### src/rtl/fetch_queue.sv
// Instruction fetch queue: circular buffer of (pc, inst) pairs between fetch and decode.
// No bypass; flush and reset clear pointers/count only, payload storage is never reset.
module fetch_queue #(
  parameter int unsigned DEPTH = 4,
  parameter int unsigned XLEN  = 64
) (
  input  logic                     clk,
  input  logic                     rstn,
  input  logic                     flush_i,
  input  logic                     push_valid_i,
  input  logic [XLEN-1:0]          push_pc_i,
  input  logic [31:0]              push_inst_i,
  output logic                     push_ready_o,
  output logic                     pop_valid_o,
  output logic [XLEN-1:0]          pop_pc_o,
  output logic [31:0]              pop_inst_o,
  input  logic                     pop_ready_i,
  output logic [$clog2(DEPTH):0]   count_o
);

  localparam int unsigned PW = $clog2(DEPTH);
  localparam int unsigned CW = PW + 1;

  typedef struct packed {
    logic [XLEN-1:0] pc;
    logic [31:0]     inst;
  } entry_t;

  entry_t          mem [DEPTH];
  logic [PW-1:0]   rd_ptr_q;
  logic [PW-1:0]   wr_ptr_q;
  logic [CW-1:0]   count_q;
  logic            do_push;
  logic            do_pop;

  // Handshake flags derive from registered occupancy only
  assign push_ready_o = (count_q != CW'(DEPTH));
  assign pop_valid_o  = (count_q != CW'(0));
  assign pop_pc_o     = mem[rd_ptr_q].pc;
  assign pop_inst_o   = mem[rd_ptr_q].inst;
  assign count_o      = count_q;

  assign do_push = push_valid_i && push_ready_o && !flush_i;
  assign do_pop  = pop_valid_o && pop_ready_i && !flush_i;

  // Pointer and occupancy state; pointers wrap naturally since DEPTH is a power of two
  always_ff @(posedge clk) begin
    if (!rstn) begin
      rd_ptr_q <= '0;
      wr_ptr_q <= '0;
      count_q  <= '0;
    end else if (flush_i) begin
      rd_ptr_q <= '0;
      wr_ptr_q <= '0;
      count_q  <= '0;
    end else begin
      if (do_push) wr_ptr_q <= wr_ptr_q + PW'(1);
      if (do_pop)  rd_ptr_q <= rd_ptr_q + PW'(1);
      if (do_push && !do_pop)      count_q <= count_q + CW'(1);
      else if (do_pop && !do_push) count_q <= count_q - CW'(1);
    end
  end

  // Payload write port, unreset
  always_ff @(posedge clk) begin
    if (rstn && do_push) begin
      mem[wr_ptr_q] <= '{pc: push_pc_i, inst: push_inst_i};
    end
  end

endmodule

### config.mk
export PLATFORM = sky130hd
export DESIGN_NAME = fetch_queue
export DESIGN_NICKNAME = d
export VERILOG_FILES = /design/src/rtl/fetch_queue.sv
export SDC_FILE = /design/constraint.sdc
export NUM_CORES = 1
export LEC_CHECK = 0
export BUFFER_PORTS_ARGS = -buffer_cell sky130_fd_sc_hd__buf_2
export CAP_MARGIN = 20
export CORE_AREA = 8 8 190 192
export DETAILED_ROUTE_END_ITERATION = 12
export DIE_AREA = 0 0 198 200
export PLACE_DENSITY_LB_ADDON = 0.2
export SLEW_MARGIN = 10
export SYNTH_ARGS = -nofsm -noshare
export SYNTH_HDL_FRONTEND = slang
export SYNTH_SLANG_ARGS = --single-unit
### constraint.sdc
create_clock -name clk -period 4.4 [get_ports clk]
set_input_delay 0.88 -clock clk [delete_from_list [all_inputs] [get_ports clk]]
set_output_delay 0.88 -clock clk [all_outputs]
set_load 0.005 [all_outputs]
==> After elaboration in Yosys (flattened, before gate mapping) <==
Memories as Yosys holds them, arrays and structs flattened. A register that Yosys moved wholly into a read port is not among the register bits.
Cells that the tools add are included.
{ "classes": {"reduce_logical": 13, "eq_ne": 1, "bitwise_logic": 1, "n_addsub": 4, "n_mux": 6} }
{ "ops": {"columns": ["operator", "count"], "rows": [
  ["1-bit logical AND", 7],
  ["3-bit two-way mux", 2],
  ["2-bit by 1-bit adder with 2-bit output, second input constant", 2],
  ["2-bit two-way mux", 2],
  ["3-bit by 1-bit adder with 3-bit output, second input constant", 1],
  ["1-bit logical NOT", 3],
  ["3-bit inequality test, second input constant", 1],
  ["3-bit nonzero test", 1],
  ["3-bit by 1-bit subtractor with 3-bit output, second input constant", 1],
  ["1-bit two-way mux", 2],
  ["2-bit nonzero test", 1],
  ["2-bit OR reduction", 1],
  ["1-bit inverter", 1]
]} }
{ "totals": {"ramBits": 384, "inputBits": 101, "register_bits": 7, "mem_count": 1, "output_inout_bits": 101, "wordCells": 29} }
{ "memory_table": {"columns": ["memory", "depth", "width", "rd", "rd_ports_with_merged_regs", "wr", "line_no", "text"], "rows": [
  ["mem", 4, 96, 1, 1, 1, "29", "entry_t mem [DEPTH];"]
]} }

==> Longest topological paths before layout <==
{ "depth": {"word_depth": 7, "mapped_depth": 9, "depth_no_buf": 9} }

==> Least setup slack after synthesis <==
No wires, ideal clock.
{ "synth_timing": {"path_type": "input-to-reg", "from": "input port flush_i", "to": "memory mem[0][0] (netlist bit) (enable)", "t_arrival_ns": 2.572, "required_ns": 3.988, "stages": 4, "setup_time_ns": 0.412, "setup_slack_ns": 1.416, "path_buffers": 1, "path_cell_list": "and2b_2 -> and2_4 -> buf_6 -> and3_2"} }
{ "synth_between": {"elab_chain_cells": 5} }
{ "synth_rtl": {"columns": ["item", "line_no", "text"], "rows": [
  ["start: declaration", "9", "input logic flush_i,"],
  ["1-bit logical NOT", "43", "assign do_push = push_valid_i && push_ready_o && !flush_i;"],
  ["1-bit logical AND", "43", null],
  ["net do_push", "33", "logic do_push;"],
  ["1-bit logical AND", "66", "if (rstn && do_push) begin"],
  ["1-bit two-way mux", "66", null],
  ["1-bit two-way mux (not written as such)", "67", "mem[wr_ptr_q] <= '{pc: push_pc_i, inst: push_inst_i};"],
  ["end: declaration", "29", null]
]} }
The timed path passes the listed nets, and every way through them passes these cells.

==> results.txt <==
The delay of the slowest cell on the worst path is 0.67 ns. The worst setup path is captured at an output pin. The power per standard cell area is 438 nW/um2.

Clock-pin slew was measured on the worst setup and hold paths at 0.06 ns. The count of distinct cell types in the synthesized netlist is 27. The number of buffers between clock root and the deepest sink is 3. The global routing stage identified its most utilized layer as met2. In the final layout, the share of cells above drive strength 1 is 0.459.

The weighted congestion at the end of routability-driven global placement is ~0.74. The worst path required time came out at 3.52 ns. The first global-routing pass estimated 44100 um of wire. In the finished design, the share of the clock period the worst path needs comes to 0.747.

The share of the yosys chip area belonging to registers came out at 0.816. The number of max-cap violations came out at 0. In the post-synthesis netlist, the biggest area contributors are sky130_fd_sc_hd__edfxtp_1 (80%), sky130_fd_sc_hd__mux4_2 (15%), sky130_fd_sc_hd__dfxtp_1 (1.3%), sky130_fd_sc_hd__buf_6 (0.47%), sky130_fd_sc_hd__ha_1 (0.44%).

For met3 alone, demand over resource in global routing was 0.0446. Synthesis inferred 393 register bits. The path class of the tightest hold or removal check is reg2reg. Across every metal layer, demand over resource in global routing totals 0.149.

The final count of hold timing violations came to 0. The met2 layer usage reported by global route is 0.244. Of the total power, combinational logic draws 0.031. The die outline height is 200 um.

The max-slew headroom at the worst pin came out at 0.593. The maximum level of the CTS H-tree came out at 2. The switching portion of total power came out at 0.195.

The initial antenna violation count is 5. The flow ran to the end, and the final reports show no timing, DRC or antenna violations. The worst path needs 3.29 ns of the cycle, external delays included. The setup slack of the most critical reg-to-reg path is 1.89 ns. The number of cells on the worst reg-to-reg path is 9.

For this run, global-route usage on met1 was measured as 0.194. The power share of the sequential group came out at 0.553. The post-CTS resize count came out at 0. The number of top-level design ports came out at 202. The internal power is 6.05 mW. The clock sink count came out at 393. The final net count came out at between 800 and 900. VDD sags by at most 0.222 mV. The slew at the pin with the worst max-slew slack came out at 0.611 ns. The post-synthesis average cell area is around 26 um2. The final count of negative-setup-slack endpoints is 0.

TritonCTS built the clock tree. The detailed-route wire length came out at about 30000 um. The source of the worst hold timing path is rd_ptr_q[1]. In this run the static leakage power is 5.63 nW. The worst setup path is launched from a register.

The Yosys step of the flow raised 0 warnings. Summed over all nets, the switching power comes to 1.46 mW. The clock group share of total power is 0.415. The signed area change from the synthesized netlist to the final layout is 19.6%. The worst hold path passes through 2 cells. The chip width came out at roughly 200 um. After detailed routing, the number of remaining DRC violations is 0.

The buffer type at the clock tree root is sky130_fd_sc_hd__clkbuf_16. The top cell type's share of synthesized area is 0.804. The number of global-route vias before repair is 7233.

The startpoint identified for the worst register-to-register timing path is count_o[0]. Dividing the detail-routed via count by the number of cells gives roughly 5.2. Static timing analysis puts the maximum clock frequency at between 300 and 400 MHz. The clock tree skew after final layout came out at 0.00651 ns.

The worst register-to-register path ends at count_o[2]. The post-detailed-placement half-perimeter wirelength came out at 18700 um. The effective utilization at floorplan came out at 0.433. The insertion delay to the later sink of the worst-skew pair came out at approximately 0.52 ns. The maximum number of pins on one net before global-route repair came out at 68.

In this run, the number of DRC markers left after iteration 0 of detailed routing was ~340. The final max-slew violation count is 0. The start-to-end type of the worst setup path is reg2out. Global routing finished with a remaining overflow of 0. The floorplan step defined a die boundary enclosing 39600 um2.

The buffer count from post-CTS setup fixing is 0. The number of clock buffers inserted by TritonCTS came out at 41. Adding up every negative setup slack in the final design gives 0 ns. The number of nets with antenna violations after detailed routing is 0. The routed layout has 6614 vias. The core area is 33100 um2. Traced cell by cell, the critical path runs through buf_12 > mux4_2 > buf_2. The synthesized netlist occupies a cell area of 14300 um2.

The total iterations of the first detailed-routing run is 4. The count of buffers from port buffering came out at 201. The final cell utilization of the core came out at 0.518.

Of all cell types, the one taking the most synthesized area is sky130_fd_sc_hd__edfxtp_1. Setup repair after global routing left no endpoint under its margin. The final routed wire length divided by cell count came out at 23.8 um. The hold buffer count at CTS came out at 0. The slowest cell on the critical path is sky130_fd_sc_hd__dfxtp_4. The synthesized net count is about 660.

Synthesis handed over a netlist of 554 instances. At the worst endpoint, the arrival time is 2.41 ns. Along the worst path, the maximum fanout reaches 43. The floorplan has 67 rows.
## flip-flops by register name, indices dropped and copies added (netlist names), named ones only
name,flops
mem,384
count_o,3
wr_ptr_q,2
rd_ptr_q,2
## placed cells by master, fill, tap and decap left out, types with 4 or more instances in the layout
| master | netlist | final |
|---|---|---|
| sky130_fd_sc_hd__clkbuf_16 | 0 | 43 |
| sky130_fd_sc_hd__ha_1 | 5 | 5 |
| sky130_fd_sc_hd__inv_1 | 4 | 4 |
| sky130_fd_sc_hd__and3_4 | 0 | 4 |
| sky130_fd_sc_hd__buf_2 | 12 | 201 |
| sky130_fd_sc_hd__clkinv_1 | 0 | 6 |
| sky130_fd_sc_hd__dfxtp_1 | 9 | 7 |
| sky130_fd_sc_hd__mux4_2 | 96 | 96 |
| sky130_fd_sc_hd__clkbuf_1 | 5 | 9 |
| sky130_fd_sc_hd__mux2i_1 | 4 | 4 |
| sky130_fd_sc_hd__clkinv_2 | 0 | 7 |
| sky130_fd_sc_hd__edfxtp_1 | 384 | 384 |
| sky130_fd_sc_hd__buf_12 | 0 | 6 |
## how the worst max path moves through the flow
stage / startpoint / to / slack (ns) / cells past startpoint
final: register / pop_inst_o[2] / 1.11 / 3
after detailed placement: flush_i / mem[2][42] / 1.51 / 5
after global routing: register / pop_inst_o[2] / 0.93 / 3
after floorplan: flush_i / mem[0][0] / 1.42 / 4
after CTS: register / pop_inst_o[5] / 1.04 / 3
after global placement: flush_i / mem[3][42] / 1.57 / 5
## cells in the mapped netlist
cell type and number:
sky130_fd_sc_hd__edfxtp_1 384, sky130_fd_sc_hd__mux4_2 96, sky130_fd_sc_hd__buf_2 12, sky130_fd_sc_hd__dfxtp_1 9, sky130_fd_sc_hd__buf_6 6, sky130_fd_sc_hd__clkbuf_1 5, sky130_fd_sc_hd__ha_1 5, sky130_fd_sc_hd__and3_2 4
sky130_fd_sc_hd__inv_1 4, sky130_fd_sc_hd__mux2i_1 4, sky130_fd_sc_hd__nand2_1 3, sky130_fd_sc_hd__a21oi_1 2, sky130_fd_sc_hd__nand2b_1 2, sky130_fd_sc_hd__nand3b_1 2, sky130_fd_sc_hd__nor2_1 2, sky130_fd_sc_hd__o21ai_0 2
sky130_fd_sc_hd__xor2_1 2, sky130_fd_sc_hd__and2_4 1, sky130_fd_sc_hd__and2b_2 1, sky130_fd_sc_hd__fa_1 1, sky130_fd_sc_hd__nand4_1 1, sky130_fd_sc_hd__nor2b_1 1, sky130_fd_sc_hd__nor3_1 1, sky130_fd_sc_hd__o31ai_2 1
sky130_fd_sc_hd__or3_1 1, sky130_fd_sc_hd__or3_2 1, sky130_fd_sc_hd__or3b_4 1
## power by group through the flow
stage,clock [mW],sequential (mW),combinational (mW)
global placement,0,4.24,0.230
detailed placement,0,4.24,0.241
global route,3.33,4.16,0.257
CTS,3.20,4.16,0.242
floorplan,0,4.24,0.0934
finish,3.12,4.16,0.236
## cell families (layout without fill, tap and decap cells)
group	count (synthesis)	in the layout	share of synthesized area
AO/OA/AOI/OAI	5	5	0.00227
XOR/XNOR	2	2	0.00122
adder cells (fa/ha/maj)	6	6	0.00576
buffers and inverters	27	285	0.0113
flip-flops	393	393	0.816
multiplexers	100	100	0.154
other	0	2	0
AND/OR/NAND/NOR	21	21	0.00951
## critical path, delay by kind of cell, from the launching register on
family,cells,cell delay [ns]
buffers and inverters,2,0.54
DFF,1,0.67
muxes,1,0.60
## layout make-up
type / instances / area [um2]
tap: 448 / 561
clock inverter: 18 / 97.6
sequential: 393 / 11700
multi-input combinational: 134 / 2490
inverter: 4 / 15.0
fill: 2608 / 16000
clock buffer: 53 / 1120
timing repair buffer: 210 / 1150
antenna: 2 / 5.00
## per-stage QoR
| step | area [um2] | instances | power, mW | hold slack, ns | worst slack, ns |
|---|---|---|---|---|---|
| final | 17200 | 1262 | 7.52 | 0.498 | 1.11 |
| after global routing | 17200 | 1260 | 7.75 | 0.520 | 0.931 |
| after CTS | 17200 | 1260 | 7.60 | 0.495 | 1.04 |
| after detailed placement | 15900 | 1189 | 4.48 | 0.483 | 1.51 |
| after floorplan | 14300 | 554 | 4.33 | 0.459 | 1.42 |
| after global placement | 15900 | 1189 | 4.47 | 0.480 | 1.57 |
## metal layers
metal,share of wire,wire length [um]
met5,0.0018,54
met4,0.015,456
met1,0.42,12600
met2,0.49,14700
met3,0.075,2240
No activity file was read; power rests on OpenSTA's default activity.
